File: src/rtl/mod_pkg.sv
// Shared state encoding and default width for the sequential modulo unit.
package mod_pkg;

  localparam int MOD_WIDTH = 32;

  typedef enum logic [1:0] {
    MOD_IDLE = 2'd0,
    MOD_RUN  = 2'd1,
    MOD_DONE = 2'd2
  } mod_state_e;

endpackage

File: src/rtl/mod_step.sv
// One restoring shift-subtract iteration: shift the next dividend bit into r,
// subtract the divisor if it fits.
module mod_step
  import mod_pkg::*;
#(
  parameter int WIDTH = MOD_WIDTH
) (
  input  logic [WIDTH-1:0] r,
  input  logic             q_msb,
  input  logic [WIDTH-1:0] b,
  output logic [WIDTH-1:0] r_next
);

  logic [WIDTH:0] s;
  logic [WIDTH:0] diff;

  always_comb begin
    s    = {r, q_msb};
    diff = s - {1'b0, b};
    // r < b before the step, so the difference always fits back in WIDTH bits
    if (s >= {1'b0, b}) r_next = diff[WIDTH-1:0];
    else                r_next = s[WIDTH-1:0];
  end

endmodule

File: src/rtl/mod_seq_32bit.sv
// Sequential unsigned a mod b, one quotient bit per cycle, for the ALU result mux.
//   state    | meaning
//   MOD_IDLE | waiting for start; result/div_zero hold last value
//   MOD_RUN  | WIDTH shift-subtract iterations, busy high
//   MOD_DONE | one-cycle done pulse, result valid
module mod_seq_32bit
  import mod_pkg::*;
#(
  parameter int WIDTH = MOD_WIDTH
) (
  input  logic             clk,
  input  logic             reset,
  input  logic             start,
  input  logic [WIDTH-1:0] a,
  input  logic [WIDTH-1:0] b,
  output logic             busy,
  output logic             done,
  output logic [WIDTH-1:0] result,
  output logic             div_zero
);

  localparam int CW = $clog2(WIDTH);
  localparam logic [CW-1:0] CNT_LAST = CW'(WIDTH - 1);

  mod_state_e     state_q, state_d;
  logic [WIDTH-1:0] q_q, q_d;
  logic [WIDTH-1:0] r_q, r_d;
  logic [WIDTH-1:0] b_q, b_d;
  logic [CW-1:0]    cnt_q, cnt_d;
  logic [WIDTH-1:0] result_q, result_d;
  logic             div_zero_q, div_zero_d;
  logic [WIDTH-1:0] r_step;

  mod_step #(.WIDTH(WIDTH)) u_step (
    .r      (r_q),
    .q_msb  (q_q[WIDTH-1]),
    .b      (b_q),
    .r_next (r_step)
  );

  always_comb begin
    state_d    = state_q;
    q_d        = q_q;
    r_d        = r_q;
    b_d        = b_q;
    cnt_d      = cnt_q;
    result_d   = result_q;
    div_zero_d = div_zero_q;

    unique case (state_q)
      MOD_IDLE: begin
        if (start) begin
          if (b == '0) begin
            result_d   = a;
            div_zero_d = 1'b1;
            state_d    = MOD_DONE;
          end else begin
            q_d        = a;
            r_d        = '0;
            b_d        = b;
            cnt_d      = '0;
            div_zero_d = 1'b0;
            state_d    = MOD_RUN;
          end
        end
      end
      MOD_RUN: begin
        r_d   = r_step;
        q_d   = q_q << 1;
        cnt_d = cnt_q + 1'b1;
        if (cnt_q == CNT_LAST) begin
          result_d = r_step;
          state_d  = MOD_DONE;
        end
      end
      MOD_DONE: state_d = MOD_IDLE;
      default:  state_d = MOD_IDLE;
    endcase
  end

  always_ff @(posedge clk) begin
    if (reset) begin
      state_q    <= MOD_IDLE;
      q_q        <= '0;
      r_q        <= '0;
      b_q        <= '0;
      cnt_q      <= '0;
      result_q   <= '0;
      div_zero_q <= 1'b0;
    end else begin
      state_q    <= state_d;
      q_q        <= q_d;
      r_q        <= r_d;
      b_q        <= b_d;
      cnt_q      <= cnt_d;
      result_q   <= result_d;
      div_zero_q <= div_zero_d;
    end
  end

  assign busy     = (state_q == MOD_RUN);
  assign done     = (state_q == MOD_DONE);
  assign result   = result_q;
  assign div_zero = div_zero_q;

endmodule

File: config.mk
export PLATFORM = sky130hd
export DESIGN_NAME = mod_seq_32bit
export DESIGN_NICKNAME = d
export VERILOG_FILES = /design/src/rtl/mod_pkg.sv /design/src/rtl/mod_step.sv /design/src/rtl/mod_seq_32bit.sv
export SDC_FILE = /design/constraint.sdc
export NUM_CORES = 1
export LEC_CHECK = 0
export ABC_AREA = 1
export CAP_MARGIN = 20
export CORE_MARGIN = 1.5
export CORE_UTILIZATION = 57
export DETAILED_ROUTE_END_ITERATION = 16
export PLACE_DENSITY = 0.88
export SYNTH_ARGS = -nofsm -noshare
export SYNTH_HDL_FRONTEND = slang
export SYNTH_SLANG_ARGS = --single-unit
File: constraint.sdc
create_clock -name clk -period 2.7 [get_ports clk]
set_input_delay 0.405 -clock clk [delete_from_list [all_inputs] [get_ports clk]]
set_output_delay 0.405 -clock clk [all_outputs]
set_load 0.005 [all_outputs]
Word-level counts from Yosys, hierarchy flattened
Index checks and enable logic that the tools add are counted.
{"block": "word_totals", "ff_bits": 136}
{"block": "classes", "reduce_logical": 8, "bitwise_logic": 1, "eq_ne": 7, "add_sub_neg": 2, "order_cmp": 1, "muxes": 19}
{"cell": "32-bit two-way mux", "n": 8}
{"cell": "32-bit case mux with 2 select lines", "n": 3}
{"cell": "33-bit by 32-bit greater-or-equal comparator with 1-bit output", "n": 1}
{"cell": "32-bit zero test", "n": 1}
{"cell": "32-bit subtractor", "n": 1}
{"cell": "5-bit two-way mux", "n": 2}
{"cell": "5-bit case mux with 2 select lines", "n": 1}
{"cell": "2-bit two-way mux", "n": 3}
{"cell": "2-bit != test (second input constant)", "n": 3}
{"cell": "3-bit AND reduction", "n": 2}
{"cell": "5-bit by 1-bit adder with 5-bit output (second input constant)", "n": 1}
{"cell": "5-bit equality test (second input constant)", "n": 1}
{"cell": "2-bit case mux with 2 select lines", "n": 1}
{"cell": "2-bit AND reduction", "n": 2}
{"cell": "4-bit AND reduction", "n": 1}
{"cell": "2-bit by 1-bit equality test with 1-bit output (second input constant)", "n": 1}
{"cell": "2-bit equality test (second input constant)", "n": 1}
{"cell": "2-bit zero test", "n": 1}
{"cell": "2-bit by 1-bit != test with 1-bit output (second input constant)", "n": 1}
{"cell": "2-bit nonzero test", "n": 1}
{"cell": "1-bit two-way mux", "n": 1}
{"cell": "1-bit NOT", "n": 1}

Depth between registers and ports, before layout
Gate-level depths: netlist (run 1).
{"block": "depth", "ltp_word": 4, "depth_mapped": 17, "mapped_depth_nobuf": 16}

Hierarchy
A second synthesis (run 1) with hierarchy kept.
{"block": "hier_totals", "cells_unflattened": 1497, "hier_area_um2": 8881.0}
{"module": "mod_seq_32bit", "area_each_um2": 5686.7, "cells_per_inst": 847, "n_inst": 1, "seq_area_each_um2": 2722.6}
{"module": "mod_step", "area_each_um2": 3194.3, "cells_per_inst": 650, "n_inst": 1, "seq_area_each_um2": 0.0}

Worst setup path before layout (run 1)
OpenSTA, ideal clock, no wires.
{"block": "synth_timing", "path_kind": "register -> register", "startpoint": "register q_q[31]", "endpoint": "register r_q[16]", "arrival_time_ns": 1.841, "setup_ns": 0.132, "synth_period_minus_slack_ns": 1.973, "slack_ns": 0.727, "path_stages_with_launch": 14, "required_time_ns": 2.568, "cell_sequence": "dfxtp_1 > inv_1 > ha_1 > inv_1 > fa_1 > nand3_1 > nand3_1 > nand2_1 > nand2_1 > a21oi_1 > xor2_1 > nand2_1 > nand3_1 > a21oi_1"}
{"block": "synth_between", "elab_chain_cells": 3, "elab_cells_between_ends": 4, "classes_between": "add/sub (1); order compare (1); mux (2)"}
{"item": "start, declared", "line_no": "mod_seq_32bit.sv:26", "text": "logic [WIDTH-1:0] q_q, q_d;"}
{"item": "start signal, assigned", "line_no": "mod_seq_32bit.sv:92", "text": "q_q <= q_d;"}
{"item": "32-bit subtractor / 33-bit by 32-bit greater-or-equal comparator with 1-bit output (equally long branches)", "line_no": "mod_step.sv:19, mod_step.sv:21"}
{"item": "32-bit two-way mux (*)", "line_no": "mod_step.sv:21", "text": "if (s >= {1'b0, b}) r_next = diff[WIDTH-1:0];"}
{"item": "32-bit case mux with 2 select lines (*)", "line_no": "mod_seq_32bit.sv:50", "text": "unique case (state_q)"}
{"item": "end signal, assigned", "line_no": "mod_seq_32bit.sv:93", "text": "r_q <= r_d;"}
{"item": "end, declared", "line_no": "mod_seq_32bit.sv:27", "text": "logic [WIDTH-1:0] r_q, r_d;"}
Mark *: on every way between the ends. The rest lies on a longest branch, timed or not.
A chain may end at the register's enable or synchronous reset.

Final worst setup path (run 1)
{"block": "layout_timing", "startpoint": "register q_q[31]", "endpoint": "register r_q[28]"}
Same word-level chain as after synthesis.

==> results of run 1 <==
==> sequential cells by signal, summed over array words and instances, names as in the netlist <==
register	flops
div_zero	1
state_q	2
q_q	32
b_q	32
cnt_q	5
r_q	32
result	32
==> layer usage <==
| metal | global-route usage (%) | vias to the layer above | routed length, microns |
|---|---|---|---|
| li1 | - | 4620 | - |
| met1 | 39.2 | 4196 | 10700 |
| met2 | 56.5 | 372 | 12400 |
| met3 | 6.03 | 106 | 1810 |
| met4 | 20.3 | 0 | 1410 |
| met5 | 0 | - | 0 |
==> synth_stat cells (2+ instances only) <==
library cell	count	share of area, %
inv_1	241	10
o21bai_1	3	0.26
a21oi_1	113	6.4
nand3_1	61	3.5
inv_2	2	0.085
nand2_2	9	0.64
nand2_1	464	20
nand2_4	2	0.26
and2_1	3	0.21
buf_2	18	1.0
clkbuf_1	27	1.2
nor3_1	6	0.34
buf_1	2	0.085
o21ai_1	2	0.11
o21ai_0	69	3.9
nand3b_1	30	2.6
nand4_1	12	0.85
dfxtp_1	136	31
ha_1	34	4.8
buf_4	2	0.17
nand3_2	7	0.80
nor2_1	151	6.4
a21oi_2	7	0.70
nor2_2	3	0.21
clkinv_1	4	0.17
nor2_4	5	0.64
xnor2_1	14	1.4
nor4_1	4	0.28
buf_6	8	1.0
==> what timing repair did <==
item | 4_1_cts | 5_1_grt
endpoints found under the hold margin | 0 | 0
setup buffers | 0 | 2
gates resized for setup | 0 | 1
setup endpoints to repair | 0 | 50
==> stage by stage <==
stage	cells	hold slack (ps)	power, mW	utilization [%]
2_1_floorplan	1447	425	4.64	-
3_3_place_gp	1700	434	5.42	65.8
3_5_place_dp	1700	447	5.47	65.8
4_1_cts	1732	462	8.13	70.2
5_1_grt	1734	482	8.70	70.4
6_report	1734	460	8.23	70.4
==> path summary, 6_finish.rpt <==
kind / startpoint / to / slack [ps] / depth (start not counted)
setup / recovery: q_q[31]$_SDFFE_PP0P_ / r_q[28]$_SDFFE_PP0P_ / 150 / 16
hold / removal: q_q[26]$_SDFFE_PP0P_ / q_q[26]$_SDFFE_PP0P_ / 460 / 2
setup reg to reg: q_q[31]$_SDFFE_PP0P_ / r_q[28]$_SDFFE_PP0P_ / 150 / 16
hold reg to reg: q_q[26]$_SDFFE_PP0P_ / q_q[26]$_SDFFE_PP0P_ / 460 / 2
==> power breakdown <==
group	leakage, nW	internal, mW	switching, mW
registers	1.12	2.21	0.130
logic	4.06	1.16	2.07
clock network	0.317	1.70	0.962
total	5.50	5.07	3.16
==> layout make-up <==
| class | instances | share of cell area (%) |
|---|---|---|
| Tap cell | 188 | 2.21 |
| Sequential cell | 136 | 25.5 |
| Clock inverter | 13 | 2.03 |
| Multi-Input combinational cell | 1006 | 45.5 |
| Inverter | 247 | 8.70 |
| Timing Repair Buffer | 125 | 11.8 |
| Clock buffer | 19 | 4.25 |
==> critical path, delay by kind of cell (launching register included) <==
| family | cells | cell delay (ps) |
|---|---|---|
| and+or+nand+nor | 11 | 1240 |
| adders and majority gates | 2 | 610 |
| DFF | 1 | 300 |
| buffers and inverters | 2 | 180 |
| AOI/OAI and AO/OA | 1 | 80 |
==> cells by family (layout without fill, tap and decap cells) <==
logic type,count (synthesis),count (layout),synth area share [%]
and+or+nand+nor,759,759,36.7
xor gates and xnor gates,15,15,1.49
DFF,136,136,31.0
adders and majority gates,35,35,5.06
AOI/OAI and AO/OA,197,197,11.7
buffers and inverters,305,404,14.2
==> results.cfg, run 1 <==
[placement]
port_buffers = 101
dpl.hpwl_microns = 19000
placement.setup.worst_slack_ps = 163
gp_congestion = 0.979
cell_area_placed_sq_um = 9970

[timing]
final_min_period_over_clock_period_pct = 94.5
slew_viol_final = 0
worst_slew_margin_relative_to_its_limit_pct = 63.3
timing_hold_violations_final = 0
setup_ws_ps = 149
fin_setup_tns_ps = 0
rsz0062_at_grt = no
clock-skew-final_ps = 12.7
max_slew.worst_pin.slew_ps = 551
timing.fmax_mhz = 392
setup_viol = 0
timing.final.crit_period_ps = 2550

[die]
die-width_microns = 127
die-height_microns = 127
rows = 45
core_sq_um = 15100
initial_core_utilization_pct = 58.1
io-pin-count = 102
die_area_sq_um = 16200

[pwr]
power.density_cell_area_nw_per_um2 = 772
ir_drop_v = 0.000684
leakage_nw = 5.50

[layout]
insertedDiodeCount = 0
fin_area_sq_um = 10700
nNetsFinal = 1635
most-common-layout-cells = nand2_1, inv_1, nor2_1
layout.cells.most_common = nand2_1
num-fill-cells = 1298
area.growth.synth_to_final_pct = 21.2
multi_input_comb_area_sq_um = 4850
final-seq-area_sq_um = 2720
fraction_of_layout_cells_with_a_size_suffix_above_1_pct = 6.21

[yosys]
synthesis.nets = 1549
synthesis.instances = 1447
yosysWarnings = 0
synthesized_cell_area_sq_um = 8800
ys_seq_area_share_pct = 31.0
synth_ff_type = dfxtp_1
synth_enable_flop_cells = 0
syn-mean-instance-area_sq_um = 6.08
synth.distinct_cells = 37
synth_register_bits = 136
async_reset_ff_share_pct = 0

[clock_tree]
cts_hold_buf = 0
clockRootBuffer = clkbuf_16
cts_max_level = 4
numClockSinks = 136
clock_path_buffers = 2
cts.clk_slew.worst_paths_ps = 60
clock_insertion_delay_worst_skew_ps = 430
cts_made_buffers = 17
cts_tree = done

[routing]
route.final.wire_length_microns = 26300
route.detailed.drc = 0
num_vias = 9294
postRouteAntennaNets = 0
drt-pass1-iter-count = 7
route.detailed.wl_per_inst_microns = 15.2
detailedRoute.firstIterationViolations = 810
via_per_inst = 5.36

[worst_setup_path]
arrival_time_at_the_worst_endpoint_ps = 2850
crit_path_max_incr_delay_ps = 460
critPathCaptureType = flop
crit_path_frequent_cell = nand2_1
worst_path_max_delay_cell = fa_1
timing.critical_path.cells = inv_1 > ha_1 > inv_1 > fa_1 > nand3_1 > nand3_1 > nand2_1 > nand2_1 > nand2_1 > nand2_1 > nand2_1 > nand2_1 > nand2_1 > nand3_1 > nand2_1 > a21oi_1
crit_path_start_kind = flop
crit_fanout = 4
worst-endpoint-required_ps = 3000
setup.worst_path.class = reg -> reg

[flow_run]
cap_viol_max_count = 0

[global_routing]
grt_overflow = 0
grt_first_pass_wirelength_microns = 42500
grt_start_max_net_pins = 58
number_of_global_route_vias_before_repair = 9027
global_route.usage.total_pct = 33.3
grt_antenna_before_repair = 0

[hold_path]
hold_path.class = reg -> reg

[status]
status = completed
Note: power is estimated with default switching activity, not from simulation.
==> inputs of run 2 (changes only) <==
--- a/config.mk
+++ b/config.mk
@@ -7,7 +7,7 @@
 export LEC_CHECK = 0
 export ABC_AREA = 1
 export CAP_MARGIN = 20
-export CORE_MARGIN = 1.5
+export CORE_MARGIN = 2
 export CORE_UTILIZATION = 57
 export DETAILED_ROUTE_END_ITERATION = 16
 export PLACE_DENSITY = 0.88
==> results.cfg, run 2 (synthesis gave the netlist of run 1 again) <==
[hold_path]
hold_path.class = reg -> reg
timing.hold.worst_path_depth = 2

[pwr]
leakage_nw = 5.48
power.net_switching_mw = 3.18
power.density_cell_area_nw_per_um2 = 760
internal-power_mw = 4.88
p_seq_share_pct = 29.0
clock_power_share_pct = 30.4
combPwrFrac_pct = 40.5
ir_drop_v = 0.000600
swShare_pct = 39.4
power_mw = 8.06

[global_routing]
grt_antenna_before_repair = 0
grt_start_max_net_pins = 66
grt_overflow = 0
number_of_global_route_vias_before_repair = 8906
grt_first_pass_wirelength_microns = 42300
global_route.usage.total_pct = 32.4

[status]
status = completed

[placement]
port_buffers = 101
gp_congestion = 0.963
cell_area_placed_sq_um = 9940
dpl.hpwl_microns = 18600
dp.cells = 1695
placement.setup.worst_slack_ps = 166

[timing]
timing_hold_violations_final = 0
slew_viol_final = 0
final_min_period_over_clock_period_pct = 94.5
whs_ps = 455
fin_setup_tns_ps = 0
timing.fmax_mhz = 392
setup_ws_ps = 149
worst_slew_margin_relative_to_its_limit_pct = 48.4
max_slew.worst_pin.slew_ps = 773
setup_viol = 0
timing.final.crit_period_ps = 2550
clock-skew-final_ps = 7.68
rsz0062_at_grt = no

[worst_setup_path]
crit_fanout = 21
timing.critical_path.cells = ha_1 > buf_4 > nand2_1 > inv_1 > nand2_1 > nand2_1 > inv_1 > nand2_1 > inv_1 > nand2_2 > nand2_4 > buf_6 > nand3_2 > nand2_1 > clkinv_1 > nand2_1 > a21oi_1
worst_path_max_delay_cell = dfxtp_1
critPathCaptureType = flop
worst-endpoint-required_ps = 3000
arrival_time_at_the_worst_endpoint_ps = 2850
crit_path_start_kind = flop
crit_path_frequent_cell = nand2_1
setup.worst_path.class = reg -> reg
reg2reg_depth = 17
crit_path_max_incr_delay_ps = 430

[clock_tree]
cts_tree = done
cts_hold_buf = 0
cts_max_level = 4
cts.clk_slew.worst_paths_ps = 60
clock_insertion_delay_worst_skew_ps = 430
clockRootBuffer = clkbuf_16
numClockSinks = 136
clock_path_buffers = 2
cts_made_buffers = 17

[routing]
route.detailed.wl_per_inst_microns = 15.2
postRouteAntennaNets = 0
drt-pass1-iter-count = 7
route.final.wire_length_microns = 26300
route.detailed.drc = 0
detailedRoute.firstIterationViolations = 930
via_per_inst = 5.44
num_vias = 9415

[die]
die-height_microns = 128
die_area_sq_um = 16400
rows = 45
io-pin-count = 102
die-width_microns = 128
initial_core_utilization_pct = 58.1
core_sq_um = 15100

[layout]
nNetsFinal = 1631
fraction_of_layout_cells_with_a_size_suffix_above_1_pct = 6.03
fin_area_sq_um = 10600
area.growth.synth_to_final_pct = 20.7
layout.cells.most_common = nand2_1
final_non_filler_cell_total = 1730
final_core_utilization_pct = 70.1
insertedDiodeCount = 0
most-common-layout-cells = nand2_1, inv_1, nor2_1

[flow_run]
cap_viol_max_count = 0
==> run 2: metal layers <==
layer / track usage [%] / wire length [microns] / vias to the layer above / part of all wire (%)
met3: 6.68 / 1930 / 103 / 7.3
met5: 0 / 0 / - / 0
met2: 54.4 / 12300 / 499 / 47
li1: - / - / 4620 / -
met1: 38.8 / 10700 / 4193 / 40
met4: 17.9 / 1400 / 0 / 5.3
==> run 2: power by group through the flow <==
stage	Sequential [mW]	Combinational, mW	Clock (mW)
3_5_place_dp	2.37	3.06	0
4_1_cts	2.34	3.11	2.46
2_1_floorplan	2.34	2.30	0
5_1_grt	2.36	3.60	2.54
3_3_place_gp	2.37	3.00	0
6_report	2.34	3.27	2.45
==> run 2: final cells by class <==
| type | count | area, sq um |
|---|---|---|
| Clock buffer | 19 | 443 |
| Clock inverter | 13 | 170 |
| Fill cell | 1285 | 4530 |
| Inverter | 247 | 927 |
| Multi-Input combinational cell | 1006 | 4860 |
| Sequential cell | 136 | 2720 |
| Tap cell | 188 | 235 |
| Timing Repair Buffer | 121 | 1260 |
==> run 2: critical path, delay by kind of cell (launching register included) <==
| family | cells | cell delay, ps |
|---|---|---|
| AND/OR/NAND/NOR | 9 | 890 |
| AO/OA/AOI/OAI | 1 | 60 |
| buffers and inverters | 6 | 730 |
| flip-flops | 1 | 430 |
| adder cells (fa/ha/maj) | 1 | 280 |
==> run 2: final timing paths <==
kind                                           start                   end  slack (ps)
worst max-delay path            r_q[14]$_SDFFE_PP0P_  r_q[26]$_SDFFE_PP0P_         150
worst max register to register  r_q[14]$_SDFFE_PP0P_  r_q[26]$_SDFFE_PP0P_         150
worst min-delay path            b_q[12]$_SDFFE_PP0P_  b_q[12]$_SDFFE_PP0P_         460
worst min register to register  b_q[12]$_SDFFE_PP0P_  b_q[12]$_SDFFE_PP0P_         460
==> run 2: repair_timing <==
action                                  CTS  global route
gates resized for setup                   0             5
setup buffers                             0             3
endpoints found under the hold margin     0             0
endpoints found under the setup margin    0            45
